**src/rtl/vend_pkg.sv**
```systemverilog
// Shared coin definitions for the coin front end and the vending FSM.
package vend_pkg;

    typedef enum logic [1:0] {
        COIN_NONE,
        COIN_NICKEL,
        COIN_DIME
    } coin_t;

    localparam int unsigned NICKEL_CENTS = 5;
    localparam int unsigned DIME_CENTS   = 10;

    function automatic int unsigned coin_cents(input coin_t coin);
        case (coin)
            COIN_NICKEL: coin_cents = NICKEL_CENTS;
            COIN_DIME:   coin_cents = DIME_CENTS;
            default:     coin_cents = 0;
        endcase
    endfunction

endpackage

```
**src/rtl/coin_sense_channel.sv**
```systemverilog
// One coin-slot sensor: synchroniser, debouncer, post-reset arming, jam counter.
module coin_sense_channel #(
    parameter int unsigned SYNC_STAGES     = 2,
    parameter int unsigned DEBOUNCE_CYCLES = 4,
    parameter int unsigned JAM_CYCLES      = 64
) (
    input  logic clk,
    input  logic rst,
    input  logic raw,
    output logic req,
    output logic jam_hit
);

    localparam int unsigned DBW = $clog2(DEBOUNCE_CYCLES + 1);
    localparam int unsigned JW  = $clog2(JAM_CYCLES + 1);

    logic [SYNC_STAGES-1:0] sync_q;
    logic [SYNC_STAGES-1:0] valid_q;
    logic                   synced;
    logic                   stable;
    logic                   stable_q;
    logic                   armed;
    logic [DBW-1:0]         db_cnt;
    logic [JW-1:0]          jam_cnt;
    logic [JW-1:0]          jam_cnt_next_c;

    assign synced = sync_q[SYNC_STAGES-1];

    // Jam counter: counts debounced-high cycles, saturating at the jam threshold.
    always_comb begin
        jam_cnt_next_c = jam_cnt;
        if (!stable) begin
            jam_cnt_next_c = '0;
        end else if (jam_cnt != JW'(JAM_CYCLES)) begin
            jam_cnt_next_c = jam_cnt + JW'(1);
        end
    end

    always_ff @(posedge clk) begin
        if (rst) begin
            sync_q   <= '0;
            valid_q  <= '0;
            stable   <= 1'b0;
            stable_q <= 1'b0;
            armed    <= 1'b0;
            db_cnt   <= '0;
            jam_cnt  <= '0;
            req      <= 1'b0;
            jam_hit  <= 1'b0;
        end else begin
            sync_q  <= {sync_q[SYNC_STAGES-2:0], raw};
            valid_q <= {valid_q[SYNC_STAGES-2:0], 1'b1};

            if (synced == stable) begin
                db_cnt <= '0;
            end else if (db_cnt == DBW'(DEBOUNCE_CYCLES - 1)) begin
                stable <= synced;
                db_cnt <= '0;
            end else begin
                db_cnt <= db_cnt + DBW'(1);
            end

            // Arm only once the sync chain holds post-reset samples that read low,
            // so a coin already in the slot at reset release is never counted.
            if (valid_q[SYNC_STAGES-1] && !synced && !stable) begin
                armed <= 1'b1;
            end

            stable_q <= stable;
            req      <= stable & ~stable_q & armed;
            jam_cnt  <= jam_cnt_next_c;
            jam_hit  <= (jam_cnt_next_c == JW'(JAM_CYCLES));
        end
    end

endmodule

```
**src/rtl/coin_pulse_conditioner.sv**
```systemverilog
// Coin front end: two sensor channels, dime-first arbitration with one-deep pending, sticky jam.
module coin_pulse_conditioner
    import vend_pkg::*;
#(
    parameter int unsigned SYNC_STAGES     = 2,
    parameter int unsigned DEBOUNCE_CYCLES = 4,
    parameter int unsigned JAM_CYCLES      = 64
) (
    input  logic clk,
    input  logic rst,
    input  logic nickel_raw,
    input  logic dime_raw,
    output logic N,
    output logic D,
    output logic jam
);

    logic  nickel_req;
    logic  dime_req;
    logic  nickel_hit;
    logic  dime_hit;
    logic  nickel_pending;
    logic  dime_pending;
    logic  nickel_want_c;
    logic  dime_want_c;
    logic  jam_next_c;
    coin_t grant_c;

    coin_sense_channel #(
        .SYNC_STAGES    (SYNC_STAGES),
        .DEBOUNCE_CYCLES(DEBOUNCE_CYCLES),
        .JAM_CYCLES     (JAM_CYCLES)
    ) u_nickel (
        .clk    (clk),
        .rst    (rst),
        .raw    (nickel_raw),
        .req    (nickel_req),
        .jam_hit(nickel_hit)
    );

    coin_sense_channel #(
        .SYNC_STAGES    (SYNC_STAGES),
        .DEBOUNCE_CYCLES(DEBOUNCE_CYCLES),
        .JAM_CYCLES     (JAM_CYCLES)
    ) u_dime (
        .clk    (clk),
        .rst    (rst),
        .raw    (dime_raw),
        .req    (dime_req),
        .jam_hit(dime_hit)
    );

    // Dime wins a collision; the losing nickel waits one cycle in its pending slot.
    always_comb begin
        nickel_want_c = nickel_pending | nickel_req;
        dime_want_c   = dime_pending | dime_req;
        jam_next_c    = jam | nickel_hit | dime_hit;
        grant_c       = COIN_NONE;
        if (!jam_next_c) begin
            if (dime_want_c) begin
                grant_c = COIN_DIME;
            end else if (nickel_want_c) begin
                grant_c = COIN_NICKEL;
            end
        end
    end

    always_ff @(posedge clk) begin
        if (rst) begin
            N              <= 1'b0;
            D              <= 1'b0;
            jam            <= 1'b0;
            nickel_pending <= 1'b0;
            dime_pending   <= 1'b0;
        end else begin
            jam <= jam_next_c;
            N   <= (grant_c == COIN_NICKEL);
            D   <= (grant_c == COIN_DIME);
            if (jam_next_c) begin
                nickel_pending <= 1'b0;
                dime_pending   <= 1'b0;
            end else begin
                nickel_pending <= (grant_c == COIN_NICKEL) ? (nickel_pending & nickel_req)
                                                           : nickel_want_c;
                dime_pending   <= (grant_c == COIN_DIME) ? (dime_pending & dime_req)
                                                         : dime_want_c;
            end
        end
    end

endmodule

```
**config.mk**
```make
export PLATFORM = sky130hd
export DESIGN_NAME = coin_pulse_conditioner
export DESIGN_NICKNAME = d
export VERILOG_FILES = /design/src/rtl/vend_pkg.sv /design/src/rtl/coin_sense_channel.sv /design/src/rtl/coin_pulse_conditioner.sv
export SDC_FILE = /design/constraint.sdc
export NUM_CORES = 1
export LEC_CHECK = 0
export CORE_MARGIN = 2
export CORE_UTILIZATION = 59
export CTS_CLUSTER_DIAMETER = 60
export CTS_CLUSTER_SIZE = 28
export DETAILED_ROUTE_END_ITERATION = 10
export PLACE_DENSITY = 0.78
export SETUP_SLACK_MARGIN = 0.3
export SLEW_MARGIN = 20
export SYNTH_ARGS = -nofsm -noshare
export SYNTH_HDL_FRONTEND = slang
export SYNTH_SLANG_ARGS = --single-unit
```
**constraint.sdc**
```tcl
create_clock -name clk -period 2.4 [get_ports clk]
set_input_delay 0.36 -clock clk [delete_from_list [all_inputs] [get_ports clk]]
set_output_delay 0.36 -clock clk [all_outputs]
set_load 0.02 [all_outputs]
```
==> impl_metrics.csv <==
group,metric,value,unit
global_route,grt.total_usage,0.1938,
global_route,grt_pass1_vias,1260,
final_layout,layout-drive-gt1-share,0.08743,
floorplanning,design.core.area,2710,um2
synthesis,yosysTopAreaCell,"dfxtp_1",
placed_design,dp_hpwl,2.112,mm
routing,drtIter0Drc,34,
sta,fin_ws,0.7092,ns
synthesis,synth_area,1653,um2
sta,slew_violations,0,
setup_path,path_cells,"ha_1 -> nand3_1 -> o2111a_1 -> or2_1 -> nor4b_2",
synthesis,synth_cell_types,43,
sta,tns,0,ns
synthesis,yosysSeqAreaShare,0.4966,
global_route,antenna_found_initial,0,
global_route,overflow,0,
final_layout,layout.core_utilization,0.6731,
placed_design,place.gp.congestion,0.7759,
floorplanning,die_height,56.93,um
final_layout,area_growth,10.37,%
status,run_status,"complete, no violations",
sta,min_period,1.691,ns
setup_path,path_delay_family,"simple AND/OR/NAND/NOR gates",
final_layout,finish.net_count,194,
floorplanning,initial_core_util,0.6099,
clocking,cts_buffer_depth,2,
synthesis,syn_area_per_cell,9.610,um2
sta,grt_setup_unrepaired,"no",
routing,route.detailed.drc,0,
sta,slew_headroom,0.7777,
run,drv_cap,0,
synthesis,synth-seq-cells,41,
floorplanning,fp.dieW,56.93,um
synthesis,ys.flop_type,"dfxtp_1",
sta,worst_pin_slew,0.3309,ns
clocking,cts_setup_buffers,0,
synthesis,async_reset_ff_frac,0,
synthesis,synthTopCellsByArea,"dfxtp_1 50%, ha_1 6.1%, nor2_1 5.5%, xnor2_1 3.7%, inv_1 2.5%",
clocking,clk_pin_slew,0.13,ns
clocking,clk-insertion-delay-late,0.34,ns
setup_path,crit_buf_inv,0,
routing,avgViaCountPerCell,5.654,
clocking,h-tree-depth,2,
setup_path,startpoint_type,"flop",
setup_path,crit_type,"reg2reg",
clocking,cts.sinks,41,
min_path,hold_depth,1,
routing,antenna_left,0,
setup_path,slowest_delay,0.48,ns
sta,fmax,591.4,MHz
floorplanning,fp-row-count,19,
routing,wire_per_inst,12.98,um
routing,routed_wl,2.777,mm
clocking,ctsHoldBuffers,0,
synthesis,synth_edf_count,0,
synthesis,synth_warnings,0,
global_route,grt_start_max_net_pins,14,
min_path,min_from,"u_nickel.stable_q",
synthesis,syn-num-nets,184,
global_route,grt_first_pass_wirelength,4.912,mm
final_layout,n_antenna_cell,0,
setup_path,slowest_stage,"dfxtp_1",
sta,hold_viol,0,
power_and_ir_drop,leakage,0.0006857,uW
placed_design,port-buffer-count,6,
setup_path,reg2reg_slack,0.71,ns
sta,skew,0.01197,ns
floorplanning,ios,7,
clocking,cts_tree,"yes",
clocking,numCtsBuffers,5,
synthesis,synthesis.instances,172,
sta,post-route-period-util,0.7045,
setup_path,required,2.63,ns
setup_path,timing.rr.start,"u_nickel.jam_cnt[0]",
routing,drtPass1Iterations,4,
power_and_ir_drop,power_density,647.8,nW/um2
routing,num_vias,1210,
floorplanning,dieArea,3241,um2
min_path,worstHoldPathType,"reg2reg",
setup_path,arrival,1.92,ns
power_and_ir_drop,peakVddDrop,0.8015,mV
sta,setup_viol,0,
synthesis,synth_top_area_share,0.4966,
setup_path,r2r_cells,5,
clocking,cts_root_buffer,"clkbuf_4",
placed_design,dp_slack,0.6272,ns
clocking,cts_resized,0,
setup_path,crit_path_max_fanout,7,
min_path,hold_path_end,"u_nickel.req",
setup_path,crit_path_end_kind,"flop",
setup_path,r2r_end,"u_nickel.jam_hit",
registers in the layout, indices dropped and copies added, names as in the netlist:
register / count
u_nickel.valid_q: 1
u_dime.jam_cnt: 7
u_dime.jam_hit: 1
jam: 1
u_nickel.req: 1
u_nickel.db_cnt: 3
u_dime.valid_q: 1
nickel_pending: 1
D: 1
u_dime.stable_q: 1
u_dime.sync_q: 2
u_nickel.stable_q: 1
u_nickel.stable: 1
u_nickel.jam_cnt: 7
u_dime.stable: 1
N: 1
u_nickel.jam_hit: 1
u_nickel.armed: 1
dime_pending: 1
u_dime.armed: 1
u_dime.req: 1
u_dime.db_cnt: 3
u_nickel.sync_q: 2
logic make-up after synthesis:
kind of cell | Yosys count | synth area share
multiplexers | 3 | 0.01817
AO/OA/AOI/OAI | 24 | 0.09765
AND/OR/NAND/NOR | 70 | 0.2324
buffers and inverters | 16 | 0.04163
flip-flops | 41 | 0.4966
adder cells (fa/ha/maj) | 8 | 0.06056
XOR/XNOR | 10 | 0.05299
cell usage after synthesis (2+ instances only):
| master | number |
|---|---|
| or3_1 | 4 |
| xnor2_1 | 7 |
| a211oi_1 | 3 |
| nor2_1 | 24 |
| ha_1 | 8 |
| o21ai_0 | 4 |
| xor2_1 | 3 |
| dfxtp_1 | 41 |
| or3_4 | 2 |
| a21oi_1 | 7 |
| nand3_1 | 7 |
| mux2i_1 | 3 |
| nor3b_1 | 2 |
| nor3_1 | 5 |
| nand2_1 | 8 |
| inv_1 | 11 |
| clkbuf_1 | 2 |
| nor2b_1 | 5 |
| o31ai_1 | 2 |
worst max-delay path by stage:
stage | slack (ns) | start | cells past startpoint | to
2_1_floorplan | 0.89 | u_nickel.jam_cnt[0] | 5 | u_nickel.jam_hit
3_3_place_gp | 0.68 | rst | 5 | u_nickel.jam_hit
3_5_place_dp | 0.63 | rst | 5 | u_nickel.jam_hit
4_1_cts | 0.71 | u_nickel.jam_cnt[0] | 5 | u_nickel.jam_hit
5_1_grt | 0.61 | u_nickel.jam_cnt[1] | 5 | u_nickel.jam_hit
6_report | 0.71 | u_nickel.jam_cnt[0] | 5 | u_nickel.jam_hit
report_power, final:
part | switching [uW] | internal, uW | leakage [uW] | total [uW]
combinational | 9.54 | 11.9 | 0.000309 | 21.4
sequential | 3.88 | 689 | 0.000332 | 692
clock | 220 | 248 | 0.0000445 | 468
total | 234 | 948 | 0.000686 | 1180
per-layer routing:
metal / up-vias / GRT usage / wire (um)
met5: - / 0 / 0
met4: 0 / 0.08306 / 42
met3: 7 / 0.06349 / 96
met2: 26 / 0.3563 / 1432
met1: 573 / 0.1997 / 1206
li1: 604 / - / -
stage by stage:
step / power [uW] / cell area [um2] / std cells / hold slack, ns
2_1_floorplan: 719.5 / 1653 / 172 / 0.3729
3_3_place_gp: 728.1 / 1735 / 206 / 0.3801
3_5_place_dp: 729.6 / 1735 / 206 / 0.3844
4_1_cts: 1196 / 1824 / 214 / 0.4003
5_1_grt: 1224 / 1824 / 214 / 0.4232
6_report: 1182 / 1824 / 214 / 0.3938
area by class of cell:
cell class	instances	area, um2
inverter	12	45.04
timing repair buffer	7	67.56
fill	209	885.9
multi-input combinational	115	763.2
clock buffer	6	51.30
tap	31	38.79
sequential	41	820.8
clock inverter	2	37.54
placed cells by master (no fill, tap or decap), types with 6 or more instances in the layout:
cell              n
nand2_1           8
nand3_1           7
dfxtp_1          41
xnor2_1           7
clkdlybuf4s50_1   6
nor2_1           24
a21oi_1           7
inv_1            11
ha_1              8
Power figures use the tool's default switching activity.
